**config.mk**
```make
export PLATFORM = sky130hd
export DESIGN_NAME = exc_ctrl_flat
export DESIGN_NICKNAME = d
export VERILOG_FILES = /design/src/rtl/exc_pkg.sv /design/src/rtl/exc_ctrl_if.sv /design/src/rtl/exc_prio.sv /design/src/rtl/exc_ctrl.sv /design/src/flat_wrapper.sv
export SDC_FILE = /design/constraint.sdc
export NUM_CORES = 1
export LEC_CHECK = 0
export ABC_AREA = 1
export BUFFER_PORTS_ARGS = -buffer_cell sky130_fd_sc_hd__buf_2
export CORE_MARGIN = 2
export CORE_UTILIZATION = 52
export DETAILED_ROUTE_END_ITERATION = 10
export PLACE_DENSITY = 0.87
export SKIP_CTS_REPAIR_TIMING = 1
export SLEW_MARGIN = 20
export SYNTH_ARGS = -nofsm -noshare
export SYNTH_HDL_FRONTEND = slang
export SYNTH_SLANG_ARGS = --single-unit
```
**constraint.sdc**
```tcl
create_clock -name clk -period 6.7 [get_ports clk]
set_clock_uncertainty 0.1 [all_clocks]
set_input_delay 1.34 -clock clk [delete_from_list [all_inputs] [get_ports clk]]
set_output_delay 1.34 -clock clk [all_outputs]
set_load 0.02 [all_outputs]
```
**src/rtl/exc_pkg.sv**
```systemverilog
// Shared definitions for the exception commit unit: ExcCodes, flag bit
// positions, data-TLB fault kinds, default vectors and FSM states.
package exc_pkg;

    localparam logic [4:0] EXC_INT  = 5'd0;
    localparam logic [4:0] EXC_MOD  = 5'd1;
    localparam logic [4:0] EXC_TLBL = 5'd2;
    localparam logic [4:0] EXC_TLBS = 5'd3;
    localparam logic [4:0] EXC_ADEL = 5'd4;
    localparam logic [4:0] EXC_ADES = 5'd5;
    localparam logic [4:0] EXC_SYS  = 5'd8;
    localparam logic [4:0] EXC_BP   = 5'd9;
    localparam logic [4:0] EXC_RI   = 5'd10;
    localparam logic [4:0] EXC_OV   = 5'd12;

    localparam int B_IF_ADEL   = 0;
    localparam int B_IF_REFILL = 1;
    localparam int B_IF_INV    = 2;
    localparam int B_RI        = 3;
    localparam int B_OV        = 4;
    localparam int B_SYS       = 5;
    localparam int B_BP        = 6;
    localparam int B_D_ADEL    = 7;
    localparam int B_D_ADES    = 8;
    localparam int B_D_TLB     = 9;

    localparam logic [1:0] DTLB_REFILL = 2'd0;
    localparam logic [1:0] DTLB_INV    = 2'd1;
    localparam logic [1:0] DTLB_MOD    = 2'd2;

    localparam logic [31:0] EXC_VECTOR_DEF    = 32'hBFC0_0380;
    localparam logic [31:0] REFILL_VECTOR_DEF = 32'hBFC0_0200;

    typedef enum logic [1:0] {
        ST_IDLE     = 2'd0,
        ST_UPDATE   = 2'd1,
        ST_REDIRECT = 2'd2
    } state_t;

endpackage

```
**src/rtl/exc_ctrl_if.sv**
```systemverilog
// MEM-stage / CP0 / fetch-redirect signal bundle around the commit unit.
// slave: the commit unit itself; master: the surrounding pipeline and CP0.
interface exc_ctrl_if;
    logic        mem_valid;
    logic        mem_stall;
    logic [31:0] mem_pc;
    logic        mem_in_ds;
    logic [9:0]  mem_exc;
    logic [1:0]  mem_dtlb_kind;
    logic        mem_is_store;
    logic        mem_eret;
    logic [31:0] mem_badvaddr;
    logic        cp0_has_int;
    logic        cp0_exl;
    logic [31:0] cp0_epc;
    logic        mem_kill;
    logic        w_cp0_update_ena;
    logic [4:0]  w_cp0_exccode;
    logic        w_cp0_bd;
    logic        w_cp0_exl;
    logic [31:0] w_cp0_epc;
    logic        w_cp0_badvaddr_ena;
    logic [31:0] w_cp0_badvaddr;
    logic        w_cp0_entryhi_ena;
    logic [31:0] w_cp0_entryhi;
    logic        cp0_cls_exl;
    logic        flush;
    logic        redirect_valid;
    logic [31:0] redirect_pc;
    logic        redirect_ready;

    modport slave (
        input  mem_valid, mem_stall, mem_pc, mem_in_ds, mem_exc, mem_dtlb_kind,
               mem_is_store, mem_eret, mem_badvaddr, cp0_has_int, cp0_exl,
               cp0_epc, redirect_ready,
        output mem_kill, w_cp0_update_ena, w_cp0_exccode, w_cp0_bd, w_cp0_exl,
               w_cp0_epc, w_cp0_badvaddr_ena, w_cp0_badvaddr, w_cp0_entryhi_ena,
               w_cp0_entryhi, cp0_cls_exl, flush, redirect_valid, redirect_pc
    );

    modport master (
        output mem_valid, mem_stall, mem_pc, mem_in_ds, mem_exc, mem_dtlb_kind,
               mem_is_store, mem_eret, mem_badvaddr, cp0_has_int, cp0_exl,
               cp0_epc, redirect_ready,
        input  mem_kill, w_cp0_update_ena, w_cp0_exccode, w_cp0_bd, w_cp0_exl,
               w_cp0_epc, w_cp0_badvaddr_ena, w_cp0_badvaddr, w_cp0_entryhi_ena,
               w_cp0_entryhi, cp0_cls_exl, flush, redirect_valid, redirect_pc
    );
endinterface

```
**src/rtl/exc_prio.sv**
```systemverilog
// Priority encoder: picks the winning exception and decides which address
// (fetch PC or data address) goes to BadVAddr/EntryHi.
module exc_prio
    import exc_pkg::*;
(
    input  logic        i_int,
    input  logic [9:0]  i_exc,
    input  logic [1:0]  i_dtlb_kind,
    input  logic        i_is_store,
    input  logic [31:0] i_pc,
    input  logic [31:0] i_badvaddr,
    output logic        o_hit,
    output logic [4:0]  o_code,
    output logic        o_bva_ena,
    output logic [31:0] o_bva,
    output logic        o_ehi_ena,
    output logic        o_refill
);

    // Highest-priority event wins; fetch faults report the PC as the bad address.
    always_comb begin
        o_hit     = 1'b1;
        o_code    = EXC_INT;
        o_bva_ena = 1'b0;
        o_bva     = i_badvaddr;
        o_ehi_ena = 1'b0;
        o_refill  = 1'b0;
        if (i_int) begin
            o_code = EXC_INT;
        end else if (i_exc[B_IF_ADEL]) begin
            o_code    = EXC_ADEL;
            o_bva_ena = 1'b1;
            o_bva     = i_pc;
        end else if (i_exc[B_IF_REFILL] | i_exc[B_IF_INV]) begin
            o_code    = EXC_TLBL;
            o_bva_ena = 1'b1;
            o_bva     = i_pc;
            o_ehi_ena = 1'b1;
            o_refill  = i_exc[B_IF_REFILL];
        end else if (i_exc[B_RI]) begin
            o_code = EXC_RI;
        end else if (i_exc[B_OV]) begin
            o_code = EXC_OV;
        end else if (i_exc[B_SYS]) begin
            o_code = EXC_SYS;
        end else if (i_exc[B_BP]) begin
            o_code = EXC_BP;
        end else if (i_exc[B_D_ADEL]) begin
            o_code    = EXC_ADEL;
            o_bva_ena = 1'b1;
        end else if (i_exc[B_D_ADES]) begin
            o_code    = EXC_ADES;
            o_bva_ena = 1'b1;
        end else if (i_exc[B_D_TLB]) begin
            o_bva_ena = 1'b1;
            o_ehi_ena = 1'b1;
            if (i_dtlb_kind == DTLB_MOD) begin
                o_code = EXC_MOD;
            end else begin
                o_code   = i_is_store ? EXC_TLBS : EXC_TLBL;
                o_refill = (i_dtlb_kind == DTLB_REFILL);
            end
        end else begin
            o_hit = 1'b0;
        end
    end

endmodule

```
**src/rtl/exc_ctrl.sv**
```systemverilog
// Exception/interrupt commit unit at MEM: drives the CP0 exception update,
// flushes the pipeline and offers a redirect PC to fetch.
//
//   state       | meaning
//   ST_IDLE     | watching MEM for a committable event
//   ST_UPDATE   | one-cycle CP0 update / clear-EXL strobe, redirect offered
//   ST_REDIRECT | holding flush and redirect until fetch accepts
module exc_ctrl
    import exc_pkg::*;
#(
    parameter logic [31:0] EXC_VECTOR    = EXC_VECTOR_DEF,
    parameter logic [31:0] REFILL_VECTOR = REFILL_VECTOR_DEF
) (
    input  logic        clk,
    input  logic        rst,
    exc_ctrl_if.slave   bus
);

    state_t      r_state;
    logic        r_int_pend;
    logic        r_int_d;
    logic        r_upd;
    logic        r_cls;
    logic [4:0]  r_code;
    logic        r_bd;
    logic [31:0] r_epc;
    logic        r_bva_ena;
    logic [31:0] r_bva;
    logic        r_ehi_ena;
    logic [31:0] r_ehi;
    logic        r_flush;
    logic        r_rv;
    logic [31:0] r_rpc;

    logic        w_commit;
    logic        w_int_take;
    logic        w_hit;
    logic [4:0]  w_code;
    logic        w_bva_ena;
    logic [31:0] w_bva;
    logic        w_ehi_ena;
    logic        w_refill;
    logic        w_is_eret;
    logic        w_go;
    logic [31:0] w_epc;
    logic [31:0] w_target;

    exc_prio u_prio (
        .i_int       (w_int_take),
        .i_exc       (bus.mem_exc),
        .i_dtlb_kind (bus.mem_dtlb_kind),
        .i_is_store  (bus.mem_is_store),
        .i_pc        (bus.mem_pc),
        .i_badvaddr  (bus.mem_badvaddr),
        .o_hit       (w_hit),
        .o_code      (w_code),
        .o_bva_ena   (w_bva_ena),
        .o_bva       (w_bva),
        .o_ehi_ena   (w_ehi_ena),
        .o_refill    (w_refill)
    );

    assign w_commit   = bus.mem_valid & ~bus.mem_stall;
    assign w_int_take = bus.cp0_has_int | r_int_pend;
    // ERET only counts when nothing (interrupt included) outranks it.
    assign w_is_eret  = bus.mem_eret & ~w_hit;
    assign w_go       = (r_state == ST_IDLE) & w_commit & (w_hit | w_is_eret);
    assign w_epc      = bus.mem_in_ds ? (bus.mem_pc - 32'd4) : bus.mem_pc;
    assign w_target   = w_is_eret ? bus.cp0_epc :
                        ((w_refill & ~bus.cp0_exl) ? REFILL_VECTOR : EXC_VECTOR);

    assign bus.mem_kill           = w_go;
    assign bus.w_cp0_update_ena   = r_upd;
    assign bus.w_cp0_exl          = r_upd;
    assign bus.w_cp0_exccode      = r_code;
    assign bus.w_cp0_bd           = r_bd;
    assign bus.w_cp0_epc          = r_epc;
    assign bus.w_cp0_badvaddr_ena = r_bva_ena;
    assign bus.w_cp0_badvaddr     = r_bva;
    assign bus.w_cp0_entryhi_ena  = r_ehi_ena;
    assign bus.w_cp0_entryhi      = r_ehi;
    assign bus.cp0_cls_exl        = r_cls;
    assign bus.flush              = r_flush;
    assign bus.redirect_valid     = r_rv;
    assign bus.redirect_pc        = r_rpc;

    // Remember an interrupt edge that arrived with no instruction to attach it to.
    always_ff @(posedge clk or posedge rst) begin
        if (rst) begin
            r_int_d    <= 1'b0;
            r_int_pend <= 1'b0;
        end else begin
            r_int_d <= bus.cp0_has_int;
            if ((w_go & w_int_take) |
                ((r_state == ST_UPDATE) & ~bus.redirect_ready)) begin
                r_int_pend <= 1'b0;
            end else if (bus.cp0_has_int & ~r_int_d) begin
                r_int_pend <= 1'b1;
            end
        end
    end

    // Commit FSM with registered CP0 strobes and redirect handshake.
    always_ff @(posedge clk or posedge rst) begin
        if (rst) begin
            r_state   <= ST_IDLE;
            r_upd     <= 1'b0;
            r_cls     <= 1'b0;
            r_code    <= 5'd0;
            r_bd      <= 1'b0;
            r_epc     <= 32'd0;
            r_bva_ena <= 1'b0;
            r_bva     <= 32'd0;
            r_ehi_ena <= 1'b0;
            r_ehi     <= 32'd0;
            r_flush   <= 1'b0;
            r_rv      <= 1'b0;
            r_rpc     <= 32'd0;
        end else begin
            r_upd     <= 1'b0;
            r_cls     <= 1'b0;
            r_bva_ena <= 1'b0;
            r_ehi_ena <= 1'b0;
            case (r_state)
                ST_IDLE: begin
                    if (w_go) begin
                        r_state <= ST_UPDATE;
                        r_flush <= 1'b1;
                        r_rv    <= 1'b1;
                        r_rpc   <= w_target;
                        r_cls   <= w_is_eret;
                        r_upd   <= ~w_is_eret;
                        if (!w_is_eret) begin
                            r_code    <= w_code;
                            r_bd      <= bus.mem_in_ds;
                            r_epc     <= w_epc;
                            r_bva_ena <= w_bva_ena;
                            r_bva     <= w_bva;
                            r_ehi_ena <= w_ehi_ena;
                            r_ehi     <= {w_bva[31:13], 13'h0};
                        end
                    end
                end
                ST_UPDATE, ST_REDIRECT: begin
                    if (bus.redirect_ready) begin
                        r_state <= ST_IDLE;
                        r_flush <= 1'b0;
                        r_rv    <= 1'b0;
                    end else begin
                        r_state <= ST_REDIRECT;
                    end
                end
                default: r_state <= ST_IDLE;
            endcase
        end
    end

endmodule

```
**src/flat_wrapper.sv**
```systemverilog
// flat-port wrapper written by rule: the top's interface ports become plain ports
module exc_ctrl_flat import exc_pkg::*;
#(
    parameter logic [31:0] EXC_VECTOR    = EXC_VECTOR_DEF,
    parameter logic [31:0] REFILL_VECTOR = REFILL_VECTOR_DEF
)
  (clk, rst, bus_mem_valid, bus_mem_stall, bus_mem_pc, bus_mem_in_ds, bus_mem_exc, bus_mem_dtlb_kind, bus_mem_is_store, bus_mem_eret, bus_mem_badvaddr, bus_cp0_has_int, bus_cp0_exl, bus_cp0_epc, bus_redirect_ready, bus_mem_kill, bus_w_cp0_update_ena, bus_w_cp0_exccode, bus_w_cp0_bd, bus_w_cp0_exl, bus_w_cp0_epc, bus_w_cp0_badvaddr_ena, bus_w_cp0_badvaddr, bus_w_cp0_entryhi_ena, bus_w_cp0_entryhi, bus_cp0_cls_exl, bus_flush, bus_redirect_valid, bus_redirect_pc);
  exc_ctrl_if bus_i ();
  input  logic clk;
  input  logic rst;
  input wire logic [$bits(bus_i.mem_valid)-1:0] bus_mem_valid;
  input wire logic [$bits(bus_i.mem_stall)-1:0] bus_mem_stall;
  input wire logic [$bits(bus_i.mem_pc)-1:0] bus_mem_pc;
  input wire logic [$bits(bus_i.mem_in_ds)-1:0] bus_mem_in_ds;
  input wire logic [$bits(bus_i.mem_exc)-1:0] bus_mem_exc;
  input wire logic [$bits(bus_i.mem_dtlb_kind)-1:0] bus_mem_dtlb_kind;
  input wire logic [$bits(bus_i.mem_is_store)-1:0] bus_mem_is_store;
  input wire logic [$bits(bus_i.mem_eret)-1:0] bus_mem_eret;
  input wire logic [$bits(bus_i.mem_badvaddr)-1:0] bus_mem_badvaddr;
  input wire logic [$bits(bus_i.cp0_has_int)-1:0] bus_cp0_has_int;
  input wire logic [$bits(bus_i.cp0_exl)-1:0] bus_cp0_exl;
  input wire logic [$bits(bus_i.cp0_epc)-1:0] bus_cp0_epc;
  input wire logic [$bits(bus_i.redirect_ready)-1:0] bus_redirect_ready;
  output wire logic [$bits(bus_i.mem_kill)-1:0] bus_mem_kill;
  output wire logic [$bits(bus_i.w_cp0_update_ena)-1:0] bus_w_cp0_update_ena;
  output wire logic [$bits(bus_i.w_cp0_exccode)-1:0] bus_w_cp0_exccode;
  output wire logic [$bits(bus_i.w_cp0_bd)-1:0] bus_w_cp0_bd;
  output wire logic [$bits(bus_i.w_cp0_exl)-1:0] bus_w_cp0_exl;
  output wire logic [$bits(bus_i.w_cp0_epc)-1:0] bus_w_cp0_epc;
  output wire logic [$bits(bus_i.w_cp0_badvaddr_ena)-1:0] bus_w_cp0_badvaddr_ena;
  output wire logic [$bits(bus_i.w_cp0_badvaddr)-1:0] bus_w_cp0_badvaddr;
  output wire logic [$bits(bus_i.w_cp0_entryhi_ena)-1:0] bus_w_cp0_entryhi_ena;
  output wire logic [$bits(bus_i.w_cp0_entryhi)-1:0] bus_w_cp0_entryhi;
  output wire logic [$bits(bus_i.cp0_cls_exl)-1:0] bus_cp0_cls_exl;
  output wire logic [$bits(bus_i.flush)-1:0] bus_flush;
  output wire logic [$bits(bus_i.redirect_valid)-1:0] bus_redirect_valid;
  output wire logic [$bits(bus_i.redirect_pc)-1:0] bus_redirect_pc;
  assign bus_i.mem_valid = bus_mem_valid;
  assign bus_i.mem_stall = bus_mem_stall;
  assign bus_i.mem_pc = bus_mem_pc;
  assign bus_i.mem_in_ds = bus_mem_in_ds;
  assign bus_i.mem_exc = bus_mem_exc;
  assign bus_i.mem_dtlb_kind = bus_mem_dtlb_kind;
  assign bus_i.mem_is_store = bus_mem_is_store;
  assign bus_i.mem_eret = bus_mem_eret;
  assign bus_i.mem_badvaddr = bus_mem_badvaddr;
  assign bus_i.cp0_has_int = bus_cp0_has_int;
  assign bus_i.cp0_exl = bus_cp0_exl;
  assign bus_i.cp0_epc = bus_cp0_epc;
  assign bus_i.redirect_ready = bus_redirect_ready;
  assign bus_mem_kill = bus_i.mem_kill;
  assign bus_w_cp0_update_ena = bus_i.w_cp0_update_ena;
  assign bus_w_cp0_exccode = bus_i.w_cp0_exccode;
  assign bus_w_cp0_bd = bus_i.w_cp0_bd;
  assign bus_w_cp0_exl = bus_i.w_cp0_exl;
  assign bus_w_cp0_epc = bus_i.w_cp0_epc;
  assign bus_w_cp0_badvaddr_ena = bus_i.w_cp0_badvaddr_ena;
  assign bus_w_cp0_badvaddr = bus_i.w_cp0_badvaddr;
  assign bus_w_cp0_entryhi_ena = bus_i.w_cp0_entryhi_ena;
  assign bus_w_cp0_entryhi = bus_i.w_cp0_entryhi;
  assign bus_cp0_cls_exl = bus_i.cp0_cls_exl;
  assign bus_flush = bus_i.flush;
  assign bus_redirect_valid = bus_i.redirect_valid;
  assign bus_redirect_pc = bus_i.redirect_pc;
  exc_ctrl #(.EXC_VECTOR(EXC_VECTOR), .REFILL_VECTOR(REFILL_VECTOR)) u_core (.clk(clk), .rst(rst), .bus(bus_i));
endmodule
```
==> impl_metrics.toml <==
[worst_setup_path]
path_cells = "buf_2, nor2_1, nand2_1, nor2_2, nand3_1, nand2_2, inv_2, buf_2"
crit_slowest_cell = "nand2_2"
crit_required_ps = 5260
crit_top_cell = "buf_2"
start_kind = "input port"
critPathMaxFanout = 26
crit_path_max_incr_delay_ps = 380
crit_path_end_kind = "output port"
arrival_ps = 2920
critical_path_class = "input port to output port"

[timing]
finalSetupTns_ps = 0
worstMarginPinSlew_ps = 823
finalCritPeriodShare = 0.651
hold_violations = 0
max_freq_mhz = 229
fin_ws_ps = 2340
drv_slew = 0
maxSlewHeadroom = 0.451
setup_viol = 0
rsz0062_at_grt = "no"
min_period_ps = 4360

[logic_synthesis]
netlist_area_mm2 = 0.00588
ys_ff_latch = 110
synth-async-reset-ratio = 1.00
yosys-top-cells-count = "nand2_1, nor2_1, dfrtp_1"
synthTopCellsByArea = "dfrtp_1, nand2_1, nor2_1"
yosysUniqueCellTypes = 32
yosysWarnings = 0
syn_avg_cell_area_um2 = 7.64
yosysTopAreaCell = "dfrtp_1"
synth_top_area_share = 0.468
synth-main-ff-cell = "dfrtp_1"
ys_seq_area_frac = 0.468
synthCells = 770
synth_edf_count = 0
synth_most_common_cell = "nand2_1"

[pwr]
irDropWorstVdd_mv = 0.242
p_per_area_mw_per_mm2 = 368
p_leak_nw = 3.99

[clock_network]
clock-sinks = 110
h-tree-depth = 3
clock_path_buffers = 2
numCtsBuffers = 9
cts_tree = "built"
clk_latency_ps = 340
path_clk_slew_ps = 80
root_buffer = "clkbuf_16"

[grt]
grt_pass1_wl_um = 24600
grt_start_max_net_pins = 85
grtUsageTotal = 0.259
gr-total-overflow = 0
grt_pass1_vias = 5093
antenna_found_initial = 0

[detailed_routing]
dr.first_iter.drc_count = 466
vias = 5607
wl_um = 15600
routed.top_layer = "met4"
drt_drc_violations_left = 0
wl_per_cell_um = 13.9
wl_met3_um = 1410
wl_met1_um = 6420
vias_per_cell = 4.99
met2RoutedLength_um = 7430
dr.pass1.iters = 5
antenna_left = 0

[final_layout]
drive_gt1_frac = 0.307
multi_input_area_mm2 = 0.00248
nets = 1100
fillers = 963
syn_to_final_growth_pct = 22.1
antenna_cells = 0
fin_area_mm2 = 0.00718
seq_area_mm2 = 0.00275

[worst_hold_path]
hold_path_class = "register to register"

[run]
drv_cap = 0

[floorplan]
start_util = 0.538
fp-row-count = 38
dieArea_mm2 = 0.0122
die_w_um = 110
fp.dieH_um = 110
io_pins = 260
fp.coreArea_mm2 = 0.0109

[status]
outcome = "finished, final reports clean"

[placed_design]
hpwl_um = 11900
gp_congestion = 0.889
port_buffers = 245
dpl-instance-area_mm2 = 0.00690
dp_slack_ps = 2360
layout make-up:
class	count	area share
multi-input cells	544	0.345
inverters	66	0.0348
well taps	140	0.0244
clock inverters	6	0.00627
flip-flops and latches	110	0.383
repair buffers	247	0.173
clock buffers	10	0.0333
registers in the layout, summed over array words and instances, names as in the netlist:
signal,flops
u_core.bus.redirect_pc,32
u_core.bus.w_cp0_epc,32
u_core.bus.w_cp0_badvaddr,31
u_core.bus.w_cp0_exccode,4
u_core.r_state,2
u_core.bus.cp0_cls_exl,1
u_core.bus.flush,1
u_core.bus.w_cp0_badvaddr_ena,1
u_core.bus.w_cp0_bd,1
u_core.bus.w_cp0_entryhi,1
u_core.bus.w_cp0_entryhi_ena,1
u_core.bus.w_cp0_exl,1
u_core.r_int_d,1
u_core.r_int_pend,1
layout by cell type, fill, tap and decap left out, drive strengths merged, types with 6 or more instances in the layout:
| master | netlist | routed |
|---|---|---|
| dfrtp | 110 | 110 |
| nor3 | 6 | 6 |
| buf | 57 | 247 |
| nand3 | 40 | 40 |
| a21oi | 7 | 7 |
| nand2 | 247 | 247 |
| conb | 1 | 14 |
| o31ai | 7 | 7 |
| nand4 | 13 | 13 |
| xor2 | 10 | 10 |
| clkbuf | 6 | 10 |
| nor2 | 116 | 116 |
| inv | 66 | 68 |
| o21ai | 77 | 77 |
final timing paths:
check                                                          from                                  endpoint  slack (ps)  depth (start not counted)
hold / removal             u_core.bus.w_cp0_badvaddr[6]$_DFFE_PP0P_  u_core.bus.w_cp0_badvaddr[6]$_DFFE_PP0P_         380                          2
min in group asynchronous                                       rst    u_core.bus.redirect_pc[23]$_DFFE_PP0P_         940                          2
setup reg to reg                      u_core.r_state[1]$_DFFE_PP0P_   u_core.bus.w_cp0_exccode[1]$_DFFE_PP0P_        4110                          8
max in group asynchronous                                       rst      u_core.bus.w_cp0_epc[22]$_DFFE_PP0P_        4340                          3
setup / recovery                                     bus_mem_exc[7]                              bus_mem_kill        2340                          8
hold reg to reg            u_core.bus.w_cp0_badvaddr[6]$_DFFE_PP0P_  u_core.bus.w_cp0_badvaddr[6]$_DFFE_PP0P_         380                          2
layer usage:
metal | track usage | vias up
met2 | 0.440 | 259
li1 | - | 2781
met3 | 0.0564 | 28
met5 | 0 | -
met1 | 0.327 | 2539
met4 | 0.0929 | 0
worst max-delay path, delay by kind of cell:
family | cells | cell delay (ps)
simple gates | 5 | 1040
buf+inv | 3 | 530
logic make-up after synthesis:
group           after synthesis  share of synthesized area
simple gates                424                      0.305
compound gates               92                     0.0836
other cells                   1                   0.000638
fa+ha+maj                     4                    0.00851
flops                       110                      0.468
xor+xnor                     10                     0.0149
buf+inv                     129                      0.119
stage by stage:
step	utilization	power, W	cells	hold slack, ps
after global placement	0.631	0.00212	1107	361
after global routing	0.657	0.00284	1123	399
after detailed placement	0.631	0.00214	1107	364
final	0.657	0.00265	1123	384
after CTS	0.657	0.00266	1123	384
after floorplan	-	0.00185	783	395
power breakdown:
group	switching, W	internal (W)	total [W]
logic	0.000754	0.000361	0.00112
registers	0.000132	0.000877	0.00101
clock network	0.000255	0.000266	0.000521
total	0.00114	0.00150	0.00265
Note: power is estimated with default switching activity, not from simulation.
